===== config.mk =====
export PLATFORM = sky130hd
export DESIGN_NAME = if_prefetch_unit_flat
export DESIGN_NICKNAME = d
export VERILOG_FILES = /design/src/rtl/if_prefetch_unit_pkg.sv /design/src/rtl/if_prefetch_unit_if.sv /design/src/rtl/if_prefetch_unit_sync_fifo.sv /design/src/rtl/if_prefetch_unit.sv /design/src/flat_wrapper.sv
export SDC_FILE = /design/constraint.sdc
export NUM_CORES = 1
export LEC_CHECK = 0
export CORE_MARGIN = 1.5
export CORE_UTILIZATION = 30
export DETAILED_ROUTE_END_ITERATION = 12
export PLACE_DENSITY = 0.61
export SYNTH_ARGS = -nofsm -noshare
export SYNTH_HDL_FRONTEND = slang
export SYNTH_SLANG_ARGS = --single-unit

===== constraint.sdc =====
create_clock -name CLK -period 3.8 [get_ports CLK]
set_clock_uncertainty 0.1 [all_clocks]
set_input_delay 0.76 -clock CLK [delete_from_list [all_inputs] [get_ports CLK]]
set_output_delay 0.76 -clock CLK [all_outputs]
set_load 0.01 [all_outputs]

===== src/rtl/if_prefetch_unit_pkg.sv =====
// Shared definitions for the instruction-fetch prefetch unit.
//   RV_NOP       : canonical RV32 NOP (addi x0,x0,0) shown on ID while the queue is empty
//   ifp_state_e  : fetch FSM states (FETCH = normal fetching, DRAIN = finishing an abandoned access)
//   cnt_width()  : width of an occupancy counter able to hold 0..depth
package if_prefetch_unit_pkg;

  localparam logic [31:0] RV_NOP = 32'h0000_0013;

  typedef enum logic {
    IFP_FETCH = 1'b0,
    IFP_DRAIN = 1'b1
  } ifp_state_e;

  function automatic int unsigned cnt_width(input int unsigned depth);
    return $clog2(depth) + 1;
  endfunction

endpackage


===== src/rtl/if_prefetch_unit_if.sv =====
// Bus bundle between the prefetch unit, instruction memory, EX (redirects) and ID.
//   IMEM_READ/IMEM_ADDR          : request to instruction memory
//   IMEM_RDATA/IMEM_BUSYWAIT     : memory response; data valid when READ && !BUSYWAIT
//   REDIRECT_EN/REDIRECT_PC      : taken branch/jump from EX
//   ID_HOLD                      : ID cannot accept (load-use hazard)
//   ID_VALID/ID_PC/ID_INSTR      : head instruction presented to ID
// master = prefetch unit side, slave = environment (memory + pipeline) side.
interface if_prefetch_unit_if #(
  parameter int unsigned XLEN = 32
);
  logic            IMEM_READ;
  logic [XLEN-1:0] IMEM_ADDR;
  logic [31:0]     IMEM_RDATA;
  logic            IMEM_BUSYWAIT;
  logic            REDIRECT_EN;
  logic [XLEN-1:0] REDIRECT_PC;
  logic            ID_HOLD;
  logic            ID_VALID;
  logic [XLEN-1:0] ID_PC;
  logic [31:0]     ID_INSTR;

  modport master (
    output IMEM_READ, IMEM_ADDR,
    input  IMEM_RDATA, IMEM_BUSYWAIT,
    input  REDIRECT_EN, REDIRECT_PC, ID_HOLD,
    output ID_VALID, ID_PC, ID_INSTR
  );

  modport slave (
    input  IMEM_READ, IMEM_ADDR,
    output IMEM_RDATA, IMEM_BUSYWAIT,
    output REDIRECT_EN, REDIRECT_PC, ID_HOLD,
    input  ID_VALID, ID_PC, ID_INSTR
  );

endinterface


===== src/rtl/if_prefetch_unit_sync_fifo.sv =====
// Synchronous FIFO used as the prefetch queue.
//   clk, rst   : clock, synchronous active-high reset
//   i_push     : write i_wdata (ignored when full unless a pop happens in the same cycle)
//   i_pop      : drop the head entry (ignored when empty)
//   i_flush    : empty the queue; overrides push/pop
//   o_rdata    : head entry, combinational from storage
//   o_count    : occupancy 0..DEPTH
//   o_full/o_empty : occupancy flags
// DEPTH must be a power of two so pointers wrap naturally.
module sync_fifo
  import if_prefetch_unit_pkg::*;
#(
  parameter  int unsigned WIDTH = 64,
  parameter  int unsigned DEPTH = 4,
  localparam int unsigned AW    = $clog2(DEPTH),
  localparam int unsigned CW    = cnt_width(DEPTH)
) (
  input  logic             clk,
  input  logic             rst,
  input  logic             i_push,
  input  logic             i_pop,
  input  logic             i_flush,
  input  logic [WIDTH-1:0] i_wdata,
  output logic [WIDTH-1:0] o_rdata,
  output logic [CW-1:0]    o_count,
  output logic             o_full,
  output logic             o_empty
);

  logic [WIDTH-1:0] r_mem [DEPTH];
  logic [AW-1:0]    r_rd_ptr;
  logic [AW-1:0]    r_wr_ptr;
  logic [CW-1:0]    r_count;
  logic             w_do_push;
  logic             w_do_pop;

  assign o_full    = (r_count == CW'(DEPTH));
  assign o_empty   = (r_count == '0);
  assign o_count   = r_count;
  assign o_rdata   = r_mem[r_rd_ptr];

  assign w_do_pop  = i_pop && !o_empty;
  assign w_do_push = i_push && (!o_full || w_do_pop);

  always_ff @(posedge clk) begin
    if (rst || i_flush) begin
      r_rd_ptr <= '0;
      r_wr_ptr <= '0;
      r_count  <= '0;
    end else begin
      if (w_do_push) r_wr_ptr <= r_wr_ptr + AW'(1);
      if (w_do_pop)  r_rd_ptr <= r_rd_ptr + AW'(1);
      case ({w_do_push, w_do_pop})
        2'b10:   r_count <= r_count + CW'(1);
        2'b01:   r_count <= r_count - CW'(1);
        default: r_count <= r_count;
      endcase
    end
  end

  always_ff @(posedge clk) begin
    if (w_do_push && !rst && !i_flush) r_mem[r_wr_ptr] <= i_wdata;
  end

endmodule


===== src/rtl/if_prefetch_unit.sv =====
// Instruction-fetch stage with a DEPTH-entry prefetch queue.
//   CLK    : clock, rising edge
//   RESET  : synchronous, active-high
//   bus    : if_prefetch_unit_if.master -- IMEM request/response, EX redirect,
//            ID hold, and the head instruction presented to ID
// One IMEM request is outstanding at a time. A redirect that lands while the
// memory is stalling moves the FSM to DRAIN, which keeps the stale request on
// the bus until it completes and then throws the data away.
module if_prefetch_unit
  import if_prefetch_unit_pkg::*;
#(
  parameter int unsigned     XLEN      = 32,
  parameter int unsigned     DEPTH     = 4,
  parameter logic [XLEN-1:0] RESET_PC  = '0,
  parameter logic [31:0]     NOP_INSTR = RV_NOP
) (
  input logic                CLK,
  input logic                RESET,
  if_prefetch_unit_if.master bus
);

  localparam int unsigned CW = cnt_width(DEPTH);
  localparam int unsigned QW = XLEN + 32;

  ifp_state_e      r_state;
  ifp_state_e      w_state_nxt;
  logic [XLEN-1:0] r_fpc;
  logic [XLEN-1:0] w_fpc_nxt;
  logic [XLEN-1:0] r_stale_addr;
  logic [XLEN-1:0] w_stale_nxt;
  logic [XLEN-1:0] w_redir_pc;

  logic            w_req;
  logic [XLEN-1:0] w_addr;
  logic            w_push;
  logic            w_pop;
  logic            w_flush;
  logic [QW-1:0]   w_head;
  logic [CW-1:0]   w_count;
  logic            w_full;
  logic            w_empty;
  logic            w_valid;

  assign w_redir_pc = {bus.REDIRECT_PC[XLEN-1:2], 2'b00};

  always_ff @(posedge CLK) begin
    if (RESET) begin
      r_state      <= IFP_FETCH;
      r_fpc        <= {RESET_PC[XLEN-1:2], 2'b00};
      r_stale_addr <= '0;
    end else begin
      r_state      <= w_state_nxt;
      r_fpc        <= w_fpc_nxt;
      r_stale_addr <= w_stale_nxt;
    end
  end

  // RESET is folded in combinationally so the memory request and ID view are
  // quiet during any cycle with RESET high, including one that aborts a drain.
  always_comb begin
    w_state_nxt = r_state;
    w_fpc_nxt   = r_fpc;
    w_stale_nxt = r_stale_addr;
    w_req       = 1'b0;
    w_addr      = r_fpc;
    w_push      = 1'b0;
    w_flush     = 1'b0;

    unique case (r_state)
      IFP_FETCH: begin
        // a request never starts when full, so count stays below DEPTH for its whole stall
        w_req  = !w_full;
        w_addr = r_fpc;
        if (bus.REDIRECT_EN) begin
          w_flush   = 1'b1;
          w_fpc_nxt = w_redir_pc;
          if (w_req && bus.IMEM_BUSYWAIT) begin
            w_state_nxt = IFP_DRAIN;
            w_stale_nxt = r_fpc;
          end
        end else if (w_req && !bus.IMEM_BUSYWAIT) begin
          w_push    = 1'b1;
          w_fpc_nxt = r_fpc + XLEN'(4);
        end
      end
      IFP_DRAIN: begin
        w_req  = 1'b1;
        w_addr = r_stale_addr;
        if (!bus.IMEM_BUSYWAIT) w_state_nxt = IFP_FETCH;
        if (bus.REDIRECT_EN) begin
          w_flush   = 1'b1;
          w_fpc_nxt = w_redir_pc;
        end
      end
      default: begin
        w_state_nxt = IFP_FETCH;
      end
    endcase

    if (RESET) begin
      w_req   = 1'b0;
      w_push  = 1'b0;
      w_flush = 1'b0;
    end
  end

  assign w_valid = !RESET && (w_count != '0);
  assign w_pop   = w_valid && !bus.ID_HOLD && !bus.REDIRECT_EN;

  sync_fifo #(
    .WIDTH (QW),
    .DEPTH (DEPTH)
  ) u_queue (
    .clk     (CLK),
    .rst     (RESET),
    .i_push  (w_push),
    .i_pop   (w_pop),
    .i_flush (w_flush),
    .i_wdata ({r_fpc, bus.IMEM_RDATA}),
    .o_rdata (w_head),
    .o_count (w_count),
    .o_full  (w_full),
    .o_empty (w_empty)
  );

  assign bus.IMEM_READ = w_req;
  assign bus.IMEM_ADDR = w_addr;
  assign bus.ID_VALID  = w_valid;
  assign bus.ID_PC     = w_valid ? w_head[QW-1:32] : '0;
  assign bus.ID_INSTR  = w_valid ? w_head[31:0]    : NOP_INSTR;

  queue_flags_consistent: assert property (@(posedge CLK) disable iff (RESET)
    w_empty == (w_count == '0));

endmodule


===== src/flat_wrapper.sv =====
// flat-port wrapper written by rule: the top's interface ports become plain ports
module if_prefetch_unit_flat import if_prefetch_unit_pkg::*;
#(
  parameter int unsigned     XLEN      = 32,
  parameter int unsigned     DEPTH     = 4,
  parameter logic [XLEN-1:0] RESET_PC  = '0,
  parameter logic [31:0]     NOP_INSTR = RV_NOP
)
  (CLK, RESET, bus_IMEM_READ, bus_IMEM_ADDR, bus_IMEM_RDATA, bus_IMEM_BUSYWAIT, bus_REDIRECT_EN, bus_REDIRECT_PC, bus_ID_HOLD, bus_ID_VALID, bus_ID_PC, bus_ID_INSTR);
  if_prefetch_unit_if #(.XLEN(XLEN)) bus_i ();
  input logic CLK;
  input logic RESET;
  output wire logic [$bits(bus_i.IMEM_READ)-1:0] bus_IMEM_READ;
  output wire logic [$bits(bus_i.IMEM_ADDR)-1:0] bus_IMEM_ADDR;
  input wire logic [$bits(bus_i.IMEM_RDATA)-1:0] bus_IMEM_RDATA;
  input wire logic [$bits(bus_i.IMEM_BUSYWAIT)-1:0] bus_IMEM_BUSYWAIT;
  input wire logic [$bits(bus_i.REDIRECT_EN)-1:0] bus_REDIRECT_EN;
  input wire logic [$bits(bus_i.REDIRECT_PC)-1:0] bus_REDIRECT_PC;
  input wire logic [$bits(bus_i.ID_HOLD)-1:0] bus_ID_HOLD;
  output wire logic [$bits(bus_i.ID_VALID)-1:0] bus_ID_VALID;
  output wire logic [$bits(bus_i.ID_PC)-1:0] bus_ID_PC;
  output wire logic [$bits(bus_i.ID_INSTR)-1:0] bus_ID_INSTR;
  assign bus_IMEM_READ = bus_i.IMEM_READ;
  assign bus_IMEM_ADDR = bus_i.IMEM_ADDR;
  assign bus_i.IMEM_RDATA = bus_IMEM_RDATA;
  assign bus_i.IMEM_BUSYWAIT = bus_IMEM_BUSYWAIT;
  assign bus_i.REDIRECT_EN = bus_REDIRECT_EN;
  assign bus_i.REDIRECT_PC = bus_REDIRECT_PC;
  assign bus_i.ID_HOLD = bus_ID_HOLD;
  assign bus_ID_VALID = bus_i.ID_VALID;
  assign bus_ID_PC = bus_i.ID_PC;
  assign bus_ID_INSTR = bus_i.ID_INSTR;
  if_prefetch_unit #(.XLEN(XLEN), .DEPTH(DEPTH), .RESET_PC(RESET_PC), .NOP_INSTR(NOP_INSTR)) u_core (.CLK(CLK), .RESET(RESET), .bus(bus_i));
endmodule

After elaboration in Yosys (flattened, before gate mapping)

Memories as Yosys holds them, arrays and structs flattened. A register that Yosys moved wholly into a read port is not among the register bits.
Index checks and enable logic that the tools add are counted.

Register bits: 72
Bits in writable memories: 256
Bits of input ports: 69
Memories kept: 1

Memories:

| name                 | words | bits a word | rd ports | clocked after memory_dff | write ports | RTL line                         | RTL |
|---|---|---|---|---|---|---|---|
| u_core.u_queue.r_mem | 4     | 64          | 1        | 1                        | 1           | if_prefetch_unit_sync_fifo.sv:30 | `logic [WIDTH-1:0] r_mem [DEPTH];` |

Add/subtract/negate cells: 5
Equal/unequal tests: 5
Multiplexer cells: 24
Bitwise operators: 1
Reduce and logical (&&, ||, !) cells: 23

Operators with widths:

| cell                                                                  | count |
|---|---|
| 32-bit 2-to-1 mux                                                     | 5 |
| 32-bit case mux with 2 select lines                                   | 2 |
| 32-bit by 3-bit adder with 32-bit output, second input constant       | 1 |
| 1-bit 2-to-1 mux                                                      | 12 |
| 1-bit logical AND                                                     | 9 |
| 1-bit zero test                                                       | 7 |
| 3-bit case mux with 2 select lines                                    | 1 |
| 2-bit by 1-bit adder with 2-bit output, second input constant         | 2 |
| 2-bit 2-to-1 mux                                                      | 2 |
| 1-bit case mux with 2 select lines                                    | 2 |
| 3-bit by 1-bit adder with 3-bit output, second input constant         | 1 |
| 3-bit equality test, second input constant                            | 1 |
| 3-bit zero test                                                       | 1 |
| 3-bit by 2-bit != test with 1-bit output, second input constant       | 1 |
| 3-bit AND reduction                                                   | 1 |
| 3-bit nonzero test                                                    | 1 |
| 3-bit by 1-bit subtractor with 3-bit output, second input constant    | 1 |
| 2-bit by 1-bit equality test with 1-bit output, second input constant | 1 |
| 2-bit equality test, second input constant                            | 1 |
| 1-bit logical OR                                                      | 2 |
| 2-bit != test, second input constant                                  | 1 |
| 2-bit AND reduction                                                   | 1 |
| 2-bit nonzero test                                                    | 1 |
| 1-bit NOT                                                             | 1 |

Depth between registers and ports, before layout

Gate-level depths: netlist of run 1.

Word-level depth: 12
Depth in mapped cells: 9

Cells and area by module

A second synthesis of run 1 with hierarchy kept.

Cells, all modules: 907
Area, all modules: 13614.3 sq um

By module, submodules not included:

| module           | times used | cells each | area each (sq um) | seq. area each (sq um) |
|---|---|---|---|---|
| sync_fifo        | 1          | 389        | 9694.3            | 7867.5 |
| if_prefetch_unit | 1          | 518        | 3920.0            | 1221.2 |

Worst setup path before layout of run 1

OpenSTA, ideal clock, no wires.

Path type: input port to flip-flop
Start: input bus_IMEM_BUSYWAIT
End: memory u_core.u_queue.r_mem[0][0] (enable)
Arrival time: 3.151 ns
Slack: 0.122 ns
Cell stages on the path: 4
Buffers on the path: 1
Cell sequence: o21ba_2 -> nor2_1 -> clkbuf_1 -> and3_1

Cells in the longest elaborated chain, start to end: 11

Ends and longest elaborated chain:

| element                                | RTL line                         | RTL |
|---|---|---|
| from (decl)                            | flat_wrapper.sv:16               | `input wire logic [$bits(bus_i.IMEM_BUSYWAIT)-1:0] bus_IMEM_BUSYWAIT;` |
| 1-bit zero test                        | if_prefetch_unit.sv:81           | `end else if (w_req && !bus.IMEM_BUSYWAIT) begin` |
| 1-bit logical AND                      | if_prefetch_unit.sv:81           |  |
| 1-bit 2-to-1 mux                       | if_prefetch_unit.sv:81           |  |
| 1-bit 2-to-1 mux                       | if_prefetch_unit.sv:74           | `if (bus.REDIRECT_EN) begin` |
| 1-bit 2-to-1 mux                       | if_prefetch_unit.sv:69           | `unique case (r_state)` |
| 1-bit 2-to-1 mux                       | if_prefetch_unit.sv:100          | `if (RESET) begin` |
| 1-bit logical AND                      | if_prefetch_unit_sync_fifo.sv:43 | `assign w_do_push = i_push && (!o_full \|\| w_do_pop);` |
| 1-bit logical AND (2 in a row)         | if_prefetch_unit_sync_fifo.sv:62 | `if (w_do_push && !rst && !i_flush) r_mem[r_wr_ptr] <= i_wdata;` |
| 1-bit 2-to-1 mux                       | if_prefetch_unit_sync_fifo.sv:62 |  |
| 1-bit 2-to-1 mux (implied by the code) | if_prefetch_unit_sync_fifo.sv:62 |  |
| to (decl)                              | if_prefetch_unit_sync_fifo.sv:30 |  |

No other way between the ends.

==> metrics.csv, run 1 <==
metric;value;unit
wire per inst;19.7;µm
crit path launch type;register;
GRT Overall Usage;14.4;%
port bufs;160;
GP Congestion;0.818;
largest net degree at the start of global routing;61;
TritonCTS clock tree;done;
LEAKAGE;0.00538;µW
Max-Cap Viols;0;
clock tree buffer depth;3;
Critical Path Fanout Max;27;
clock sink count;318;
Worst Tran Pin Value;1.14;ns
final hold vios;0;
initial antenna violation count;0;
Core Area;44300;µm²
outcome;finished clean;
initial core utilization;30.4;%
Worst Path Required;2.94;ns
Remaining DRCs;0;
clock-pin transition on the worst setup and hold timing paths;0.06;ns
met3 GRT Util;2.90;%
Via-to-Cell Ratio;4.96;
Max-slew headroom;24.2;%
nets;1160;
1st-pass router iterations;5;
full die area;46200;µm²
setup TNS;0;ns
Clock H-tree levels;2;
dpl hpwl;21.6;mm
setup bufs post-CTS;0;
CTS resizes;0;
crit share post-route;93.7;%
met2 Track Usage GR;23.1;%
antenna cells;0;
IO Pins;167;
via count;8442;
Die X;215;µm
TritonCTS Buffers;36;
HP Class;register to register;
busiest grt layer;met2;
pins over their slew limit;0;
pwr/cell area;452;nW/µm²
pre-CTS setup slack;0.434;ns
critical path class;register to output pin;
grt ovf;0;
Area Growth Syn to Fin;25.8;%
post-synthesis sequential area ratio;65.6;%
Setup-failing EPs final;0;
clk_lat worst skew;0.52;ns
ANT nets after route;0;
unrepaired setup endpoints after global routing;false;
synthesis warning total;0;
Synth cell types;73;
minimum clock period after layout;3.56;ns
vias in the first global route;8375;
first-pass GRT wire length;51.1;mm
met1 Track Usage GR;19.6;%
per-instance average area after synthesis;14.5;µm²
Critical Path End Type;output pin;
async set-reset flop share out of synthesis;0;%
clock root buffer;clkbuf_16;
# hold bufs at CTS;0;
Worst Path Arrival;2.70;ns
initial DRC count;614;
flops & latches, synth;318;
Die Ht;215;µm
share of cells above drive strength 1;16.6;%
Gate Count Post-Synth;927;
Netlist Area Pre-Place;13500;µm²
Crit Reg-Reg Startpoint;u_core.r_state;
std cell rows;77;
prevailing post-synth register cell;edfxtp_1;
final WL;33.6;mm
Peak supply drop;307;µV
Post-synth EDFFs;248;
hold wc startpoint;u_core.r_stale_addr[23];
Max Freq;281;MHz
final worst slack;0.239;ns
[layout make-up]
cell class,count,area (µm²)
fill,4182,27300
sequential,318,8860
multi-input combinational,527,4300
timing repair buffer,187,1910
clock buffer,45,966
tap,592,741
clock inverter,19,146
inverter,14,52.6
[cells in the final DEF (no fill, tap or decap), types with 25 or more instances in the layout]
cell type / count
and2_1: 68
nand2_1: 97
nor2_1: 26
mux2_2: 25
mux4_2: 62
dfxtp_1: 67
clkdlybuf4s50_1: 159
clkbuf_16: 37
edfxtp_1: 248
a21oi_1: 47
[power by group]
part	total (µW)	internal, µW	switching [µW]	leakage, µW
Combinational	457	230	227	0.00198
Clock	3280	1940	1340	0.000547
Sequential	3940	3830	111	0.00285
[worst max-delay path, stage by stage, from the launching register on]
cell	delay, ns
dfxtp_4	0.63
buf_12	0.30
mux4_2	0.58
and2_1	0.18
clkdlybuf4s50_1	0.47
[sequential cells by signal (all words and copies together), names as in the netlist, named ones only]
| name | flops |
|---|---|
| u_core.u_queue.r_rd_ptr | 2 |
| u_core.u_queue.r_wr_ptr | 2 |
| u_core.u_queue.o_count | 3 |
| u_core.r_stale_addr | 30 |
| u_core.r_fpc | 30 |
| u_core.u_queue.r_mem | 248 |
| u_core.r_state | 1 |
[through the flow]
step,hold slack [ns],area [µm²],power [µW],instances,util (%)
2_1_floorplan,0.333,13500,4200,930,-
3_3_place_gp,0.338,15900,4460,1638,35.8
6_report,0.351,17000,7680,1702,38.3
4_1_cts,0.354,17000,7780,1702,38.3
5_1_grt,0.369,17000,7970,1702,38.3
3_5_place_dp,0.347,15900,4480,1638,35.8
[cells in the mapped netlist, types with 11 or more instances]
cell type / count / area [µm²]
inv_1: 14 / 52.6
nand2_1: 97 / 364
nor2_1: 27 / 101
clkbuf_1: 49 / 184
o21ai_0: 18 / 90.1
o211ai_1: 12 / 90.1
nor3_1: 14 / 70.1
mux4_2: 62 / 1400
a21oi_1: 47 / 235
and2_1: 68 / 425
dfxtp_1: 70 / 1400
buf_4: 11 / 82.6
and3_1: 13 / 81.3
nand3_1: 15 / 75.1
mux2_2: 25 / 282
edfxtp_1: 248 / 7450
[final timing paths]
| kind | endpoint | slack (ns) | cells after the start |
|---|---|---|---|
| worst max-delay path | bus_ID_PC[19] | 0.24 | 4 |
| worst min-delay path | u_core.r_stale_addr[23] | 0.35 | 2 |
| worst max register to register | u_core.u_queue.o_count[2] | 1.08 | 8 |
| worst min register to register | u_core.r_stale_addr[23] | 0.35 | 2 |
[metal layers]
layer | routed length [µm] | vias up | share of wire, %
met5 | 0 | - | 0
met4 | 765 | 0 | 2.3
met3 | 1860 | 47 | 5.5
met2 | 15800 | 238 | 47
met1 | 15200 | 4278 | 45
li1 | - | 3879 | -
[cell families (layout without fill, tap and decap cells)]
logic type / after synthesis / in the layout / share of synthesized area [%]
fa+ha+maj: 7 / 7 / 0.705
compound gates: 132 / 132 / 6.44
mux: 87 / 87 / 12.4
flops: 318 / 318 / 65.6
xor+xnor: 6 / 6 / 0.390
buf+inv: 85 / 265 / 2.86
simple gates: 291 / 291 / 11.5
other cells: 1 / 4 / 0.0278
No activity file was read; power rests on OpenSTA's default activity.
==> run 2, diff against run 1 <==
--- a/config.mk
+++ b/config.mk
@@ -5,6 +5,7 @@
 export SDC_FILE = /design/constraint.sdc
 export NUM_CORES = 1
 export LEC_CHECK = 0
+export ABC_AREA = 1
 export CORE_MARGIN = 1.5
 export CORE_UTILIZATION = 30
 export DETAILED_ROUTE_END_ITERATION = 12
==> metrics.csv, run 2 <==
metric;value;unit
most common cell in the netlist;nor2_1;
DP Cell Count;2050;
GRT Overall Usage;15.3;%
1st-pass router iterations;5;
ANT nets after route;0;
synthesis warning total;0;
Area Growth Syn to Fin;25.4;%
wire per inst;17.1;µm
initial core utilization;30.5;%
CTS resizes;0;
Worst Path Required;2.94;ns
crit path launch type;register;
clock-pin transition on the worst setup and hold timing paths;0.06;ns
clk_lat worst skew;0.53;ns
HP Class;register to register;
Post-synth EDFFs;248;
Worst Path Arrival;2.64;ns
Via-to-Cell Ratio;4.77;
outcome;finished clean;
final hold vios;0;
Netlist Area Pre-Place;13500;µm²
Peak supply drop;223;µV
critical path class;register to output pin;
dpl hpwl;22.0;mm
Die Ht;215;µm
# hold bufs at CTS;0;
clock sink count;318;
TritonCTS clock tree;done;
Reg with most FFs;u_core.u_queue.r_mem;
largest net degree at the start of global routing;89;
async set-reset flop share out of synthesis;0;%
critical path's most frequent cell;nor2_1;
GP Congestion;0.894;
antenna cells;0;
initial DRC count;616;
IO Pins;167;
share of cells above drive strength 1;7.04;%
initial antenna violation count;0;
grt ovf;0;
Critical Path Fanout Max;86;
setup bufs post-CTS;0;
TritonCTS Buffers;36;
pins over their slew limit;0;
Synth cell types;33;
final WL;36.1;mm
Die X;215;µm
CP max stage cell;clkdlybuf4s50_1;
worst-path cell chain;buf_12 > nor2_1 > nor2_1 > o21ai_0 > a21oi_1 > clkdlybuf4s50_1;
number of flip-flops in the largest register;248;
# fillers;4332;
full die area;46300;µm²
Max Freq;285;MHz
prevailing post-synth register cell;edfxtp_1;
per-instance average area after synthesis;10.0;µm²
largest registers;u_core.u_queue.r_mem: 248 flops, u_core.r_fpc: 30 flops, u_core.r_stale_addr: 30 flops;
unrepaired setup endpoints after global routing;false;
clock tree buffer depth;3;
std cell rows;77;
clock root buffer;clkbuf_16;
Synth top area share;55.1;%
Clock H-tree levels;2;
Commonest cells post-synth;312 x nor2_1, 248 x edfxtp_1, 202 x o21ai_0;
Setup-failing EPs final;0;
minimum clock period after layout;3.50;ns
via count;10100;
delay-heaviest family, CP;buffers and inverters;
Critical Path Max Stage Delay;0.59;ns
post-synth top area cell;edfxtp_1;
WP buf/inv;2;
Final Non-Filler Cells;2112;
Max-slew headroom;40.2;%
crit share post-route;92.2;%
vias in the first global route;9701;
most frequent cells in the layout;308 x nor2_1, 248 x edfxtp_1, 202 x o21ai_0;
pwr/cell area;458;nW/µm²
most common cell after layout, fill and taps aside;nor2_1;
first-pass GRT wire length;55.0;mm
total power;7760;µW
Worst Tran Pin Value;0.897;ns
Gate Count Post-Synth;1349;
post-synthesis sequential area ratio;65.5;%
flops & latches, synth;318;
Max-Cap Viols;0;
flop2flop setup slack;1.33;ns
Core Area;44300;µm²
Critical Path End Type;output pin;
Remaining DRCs;0;
port bufs;160;
synth top area cells;edfxtp_1 55%, dfxtp_1 10%, nor2_1 8.7%;
nets;1572;
LEAKAGE;0.00575;µW
run 2: changes by cell type after synthesis, sizes merged, moves of 62 or more:
cell	before	now
nand2	97	168
and2	68	1
a21oi	47	134
mux4	62	0
nor2	27	323
o21ai	19	209
run 2: stage by stage:
step / setup WS, ns / instance area (µm²) / hold slack (ns) / utilization [%] / setup TNS, ns
floorplan: -0.578 / 13500 / 0.336 / - / -143.26
global placement: 0.352 / 15800 / 0.340 / 35.7 / 0
detailed placement: 0.347 / 15800 / 0.355 / 35.7 / 0
CTS: 0.239 / 16900 / 0.359 / 38.2 / 0
global route: 0.102 / 16900 / 0.396 / 38.2 / 0
finish: 0.296 / 16900 / 0.366 / 38.2 / 0
run 2: metal layers:
layer  track usage, %  vias up  part of all wire [%]  wire, µm
li1                 -     4934                     -         -
met4             6.15        0                   3.2      1170
met3             2.60       73                   5.3      1920
met2             24.4      301                    45     16300
met1             20.8     4756                    46     16800
met5                0        -                     0         0
run 2: final timing paths:
path | startpoint | endpoint | depth (start not counted)
worst max-delay path | register | bus_ID_INSTR[13] | 6
worst min-delay path | u_core.u_queue.r_rd_ptr[1] | register | 2
worst max register to register | u_core.u_queue.o_count[1] | u_core.u_queue.o_count[2] | 12
worst min register to register | u_core.u_queue.r_rd_ptr[1] | register | 2
run 2: cell type report:
cell class	instances	area, µm²	area share, %
sequential	318	8850	52.2
multi-input combinational	901	4140	24.4
clock buffer	49	971	5.73
clock inverter	13	138	0.812
inverter	54	204	1.20
timing repair buffer	185	1900	11.2
tap	592	741	4.37
run 2: cells by family (layout without fill, tap and decap cells):
logic type                 after synthesis  count (layout)  share of synthesized area, %
and+or+nand+nor                        528             528                          15.7
AOI/OAI and AO/OA                      353             353                          13.3
DFF                                    318             318                          65.5
buffers and inverters                  133             301                          4.20
xor gates and xnor gates                 9               9                         0.583
adders and majority gates                7               7                         0.704
other                                    1               4                        0.0278
run 2: report_power, final:
part | total, µW | internal, µW | switching [µW]
clock network | 3320 | 1990 | 1330
logic | 491 | 220 | 271
registers | 3950 | 3840 | 108
total | 7760 | 6050 | 1710
run 2: worst reg2reg max path, delay by kind of cell (launching register included):
| family | cells | cell delay, ns |
|---|---|---|
| AOI/OAI and AO/OA | 4 | 0.48 |
| adders and majority gates | 2 | 0.60 |
| buffers and inverters | 3 | 0.37 |
| DFF | 1 | 0.33 |
| and+or+nand+nor | 3 | 0.46 |
==> run 3, diff against run 2 <==
--- a/config.mk
+++ b/config.mk
@@ -9,6 +9,7 @@
 export CORE_MARGIN = 1.5
 export CORE_UTILIZATION = 30
 export DETAILED_ROUTE_END_ITERATION = 12
+export GPL_TIMING_DRIVEN = 0
 export PLACE_DENSITY = 0.61
 export SYNTH_ARGS = -nofsm -noshare
 export SYNTH_HDL_FRONTEND = slang
==> metrics.csv, run 3 (synthesis gave the netlist of run 2 again) <==
metric;value;unit
outcome;finished clean;
DP Cell Count;2112;
nets;1633;
Peak supply drop;235;µV
initial core utilization;30.5;%
Post-DP Area;16100;µm²
Remaining DRCs;0;
IO Pins;167;
largest net degree at the start of global routing;28;
# hold bufs at CTS;0;
Gate power share;6.7;%
Setup-failing EPs final;0;
Reg-to-Reg End;u_core.u_queue.r_mem[0][11];
most common cell after layout, fill and taps aside;nor2_1;
setup TNS;0;ns
1st-pass router iterations;7;
Max Freq;273;MHz
most frequent cells in the layout;308 x nor2_1, 248 x edfxtp_1, 202 x o21ai_0;
final hold vios;0;
GP Congestion;0.848;
Sw Share;22.1;%
Die X;215;µm
Reg with most FFs;u_core.u_queue.r_mem;
initial antenna violation count;0;
HP Class;register to register;
share of cells above drive strength 1;8.97;%
Worst Path Required;2.94;ns
std cell rows;77;
clock tree buffer depth;3;
minimum clock period after layout;3.66;ns
clock root buffer;clkbuf_16;
Area Growth Syn to Fin;27.6;%
unrepaired setup endpoints after global routing;false;
flop2flop setup slack;1.20;ns
crit path launch type;input port;
final worst slack;0.136;ns
area of the multi-input gates;4160;µm²
Via-to-Cell Ratio;4.83;
R2R depth;8;
register area;8850;µm²
Core Area;44300;µm²
ANT nets after route;0;
grt ovf;0;
pwr/cell area;453;nW/µm²
clock sink count;318;
antenna cells;0;
pre-CTS setup slack;-0.380;ns
Max-slew headroom;48.7;%
LEAKAGE;0.00594;µW
final WL;38.9;mm
worst-path cell chain;clkdlybuf4s50_1 > inv_2 > nand2_4 > clkbuf_1 > a21oi_1 > clkdlybuf4s50_1;
Final Instance Area;17200;µm²
TritonCTS clock tree;done;
vias in the first global route;10200;
clk_lat worst skew;0.52;ns
Critical Path Fanout Max;10;
Cells on Worst Hold Path;2;
clock-pin transition on the worst setup and hold timing paths;0.05;ns
Worst Tran Pin Value;0.767;ns
setup bufs post-CTS;0;
GRT Overall Usage;16.5;%
WP buf/inv;4;
Max-Cap Viols;0;
Seq pwr share;50.4;%
hold wc startpoint;u_core.u_queue.r_rd_ptr[1];
Pint;6090;µW
crit share post-route;96.4;%
wire per inst;17.9;µm
dpl hpwl;26.4;mm
Crit Reg-Reg Startpoint;u_core.u_queue.o_count[0];
Worst Path Arrival;2.80;ns
# fillers;4324;
TritonCTS Buffers;35;
initial DRC count;821;
Critical Path End Type;output pin;
net switching power figure;1720;µW
Hold Path End;u_core.u_queue.r_rd_ptr[1];
Die Ht;215;µm
CP max stage cell;clkdlybuf4s50_1;
Critical Path Max Stage Delay;0.58;ns
pins over their slew limit;0;
full die area;46300;µm²
critical path class;input port to output pin;
Final Non-Filler Cells;2175;
delay-heaviest family, CP;buffers and inverters;
port bufs;160;
first-pass GRT wire length;58.7;mm
clock share of power;42.9;%
critical path's most frequent cell;clkdlybuf4s50_1;
via count;10500;
largest registers;u_core.u_queue.r_mem: 248 flops, u_core.r_fpc: 30 flops, u_core.r_stale_addr: 30 flops;
number of flip-flops in the largest register;248;
Clock H-tree levels;2;
-- run 3: cell types whose count changed in the layout (fill, tap and decap cells not counted), sizes merged --
cell / delta
clkdlybuf4s50: -1
buf: +22
dlymetal6s2s: +1
clkinvlp: +1
clkbuf: +39
clkinv: +1
-- run 3: how the worst max path moves through the flow --
stage / endpoint / start / cells after the start
after floorplan: u_core.u_queue.r_mem[0][0] / bus_REDIRECT_EN / 3
after global placement: u_core.u_queue.r_mem[1][2] / bus_REDIRECT_EN / 4
after detailed placement: bus_ID_PC[19] / RESET / 6
after CTS: bus_ID_PC[18] / RESET / 6
after global routing: bus_ID_PC[17] / register / 8
final: bus_ID_INSTR[15] / RESET / 6
-- run 3: worst reg2reg max path: cells and delay by family, from the launching register on --
family	cells	cell delay, ns
simple gates	4	1.17
flops	1	0.31
buf+inv	4	0.69
-- run 3: cell type report --
type                            instances  area share (%)
Sequential cell                       318            51.3
Multi-Input combinational cell        901            24.1
Timing Repair Buffer                  168            10.3
Clock buffer                           48            5.72
Tap cell                              592            4.30
Buffer                                 79            2.22
Inverter                               54            1.18
Clock inverter                         15           0.863
-- run 3: timing repair --
action / in CTS / in global routing
endpoints found under the setup margin: 63 / 25
pin swaps: 0 / 0
resized for setup: 15 / 9
-- run 3: metal layers --
| layer | GRT usage [%] | vias to the layer above | wire, µm |
|---|---|---|---|
| met5 | 0 | - | 0 |
| met2 | 27.4 | 402 | 18100 |
| met3 | 2.49 | 63 | 2220 |
| met4 | 5.38 | 0 | 1120 |
| li1 | - | 5044 | - |
| met1 | 22.2 | 5001 | 17500 |
-- run 3: power by group through the flow --
stage / registers [µW] / clock network, µW / logic, µW
final: 3940 / 3350 / 523
after global routing: 3950 / 3550 / 574
after CTS: 3940 / 3420 / 521
after detailed placement: 4010 / 0 / 513
after global placement: 4010 / 0 / 499
after floorplan: 3970 / 0 / 252
-- run 3: through the flow --
| stage | total power (µW) | util (%) | hold slack, ns |
|---|---|---|---|
| floorplan | 4220 | - | 0.336 |
| global placement | 4510 | 35.8 | 0.354 |
| detailed placement | 4530 | 36.2 | 0.360 |
| CTS | 7880 | 38.9 | 0.378 |
| global route | 8070 | 38.9 | 0.414 |
| finish | 7820 | 38.9 | 0.379 |
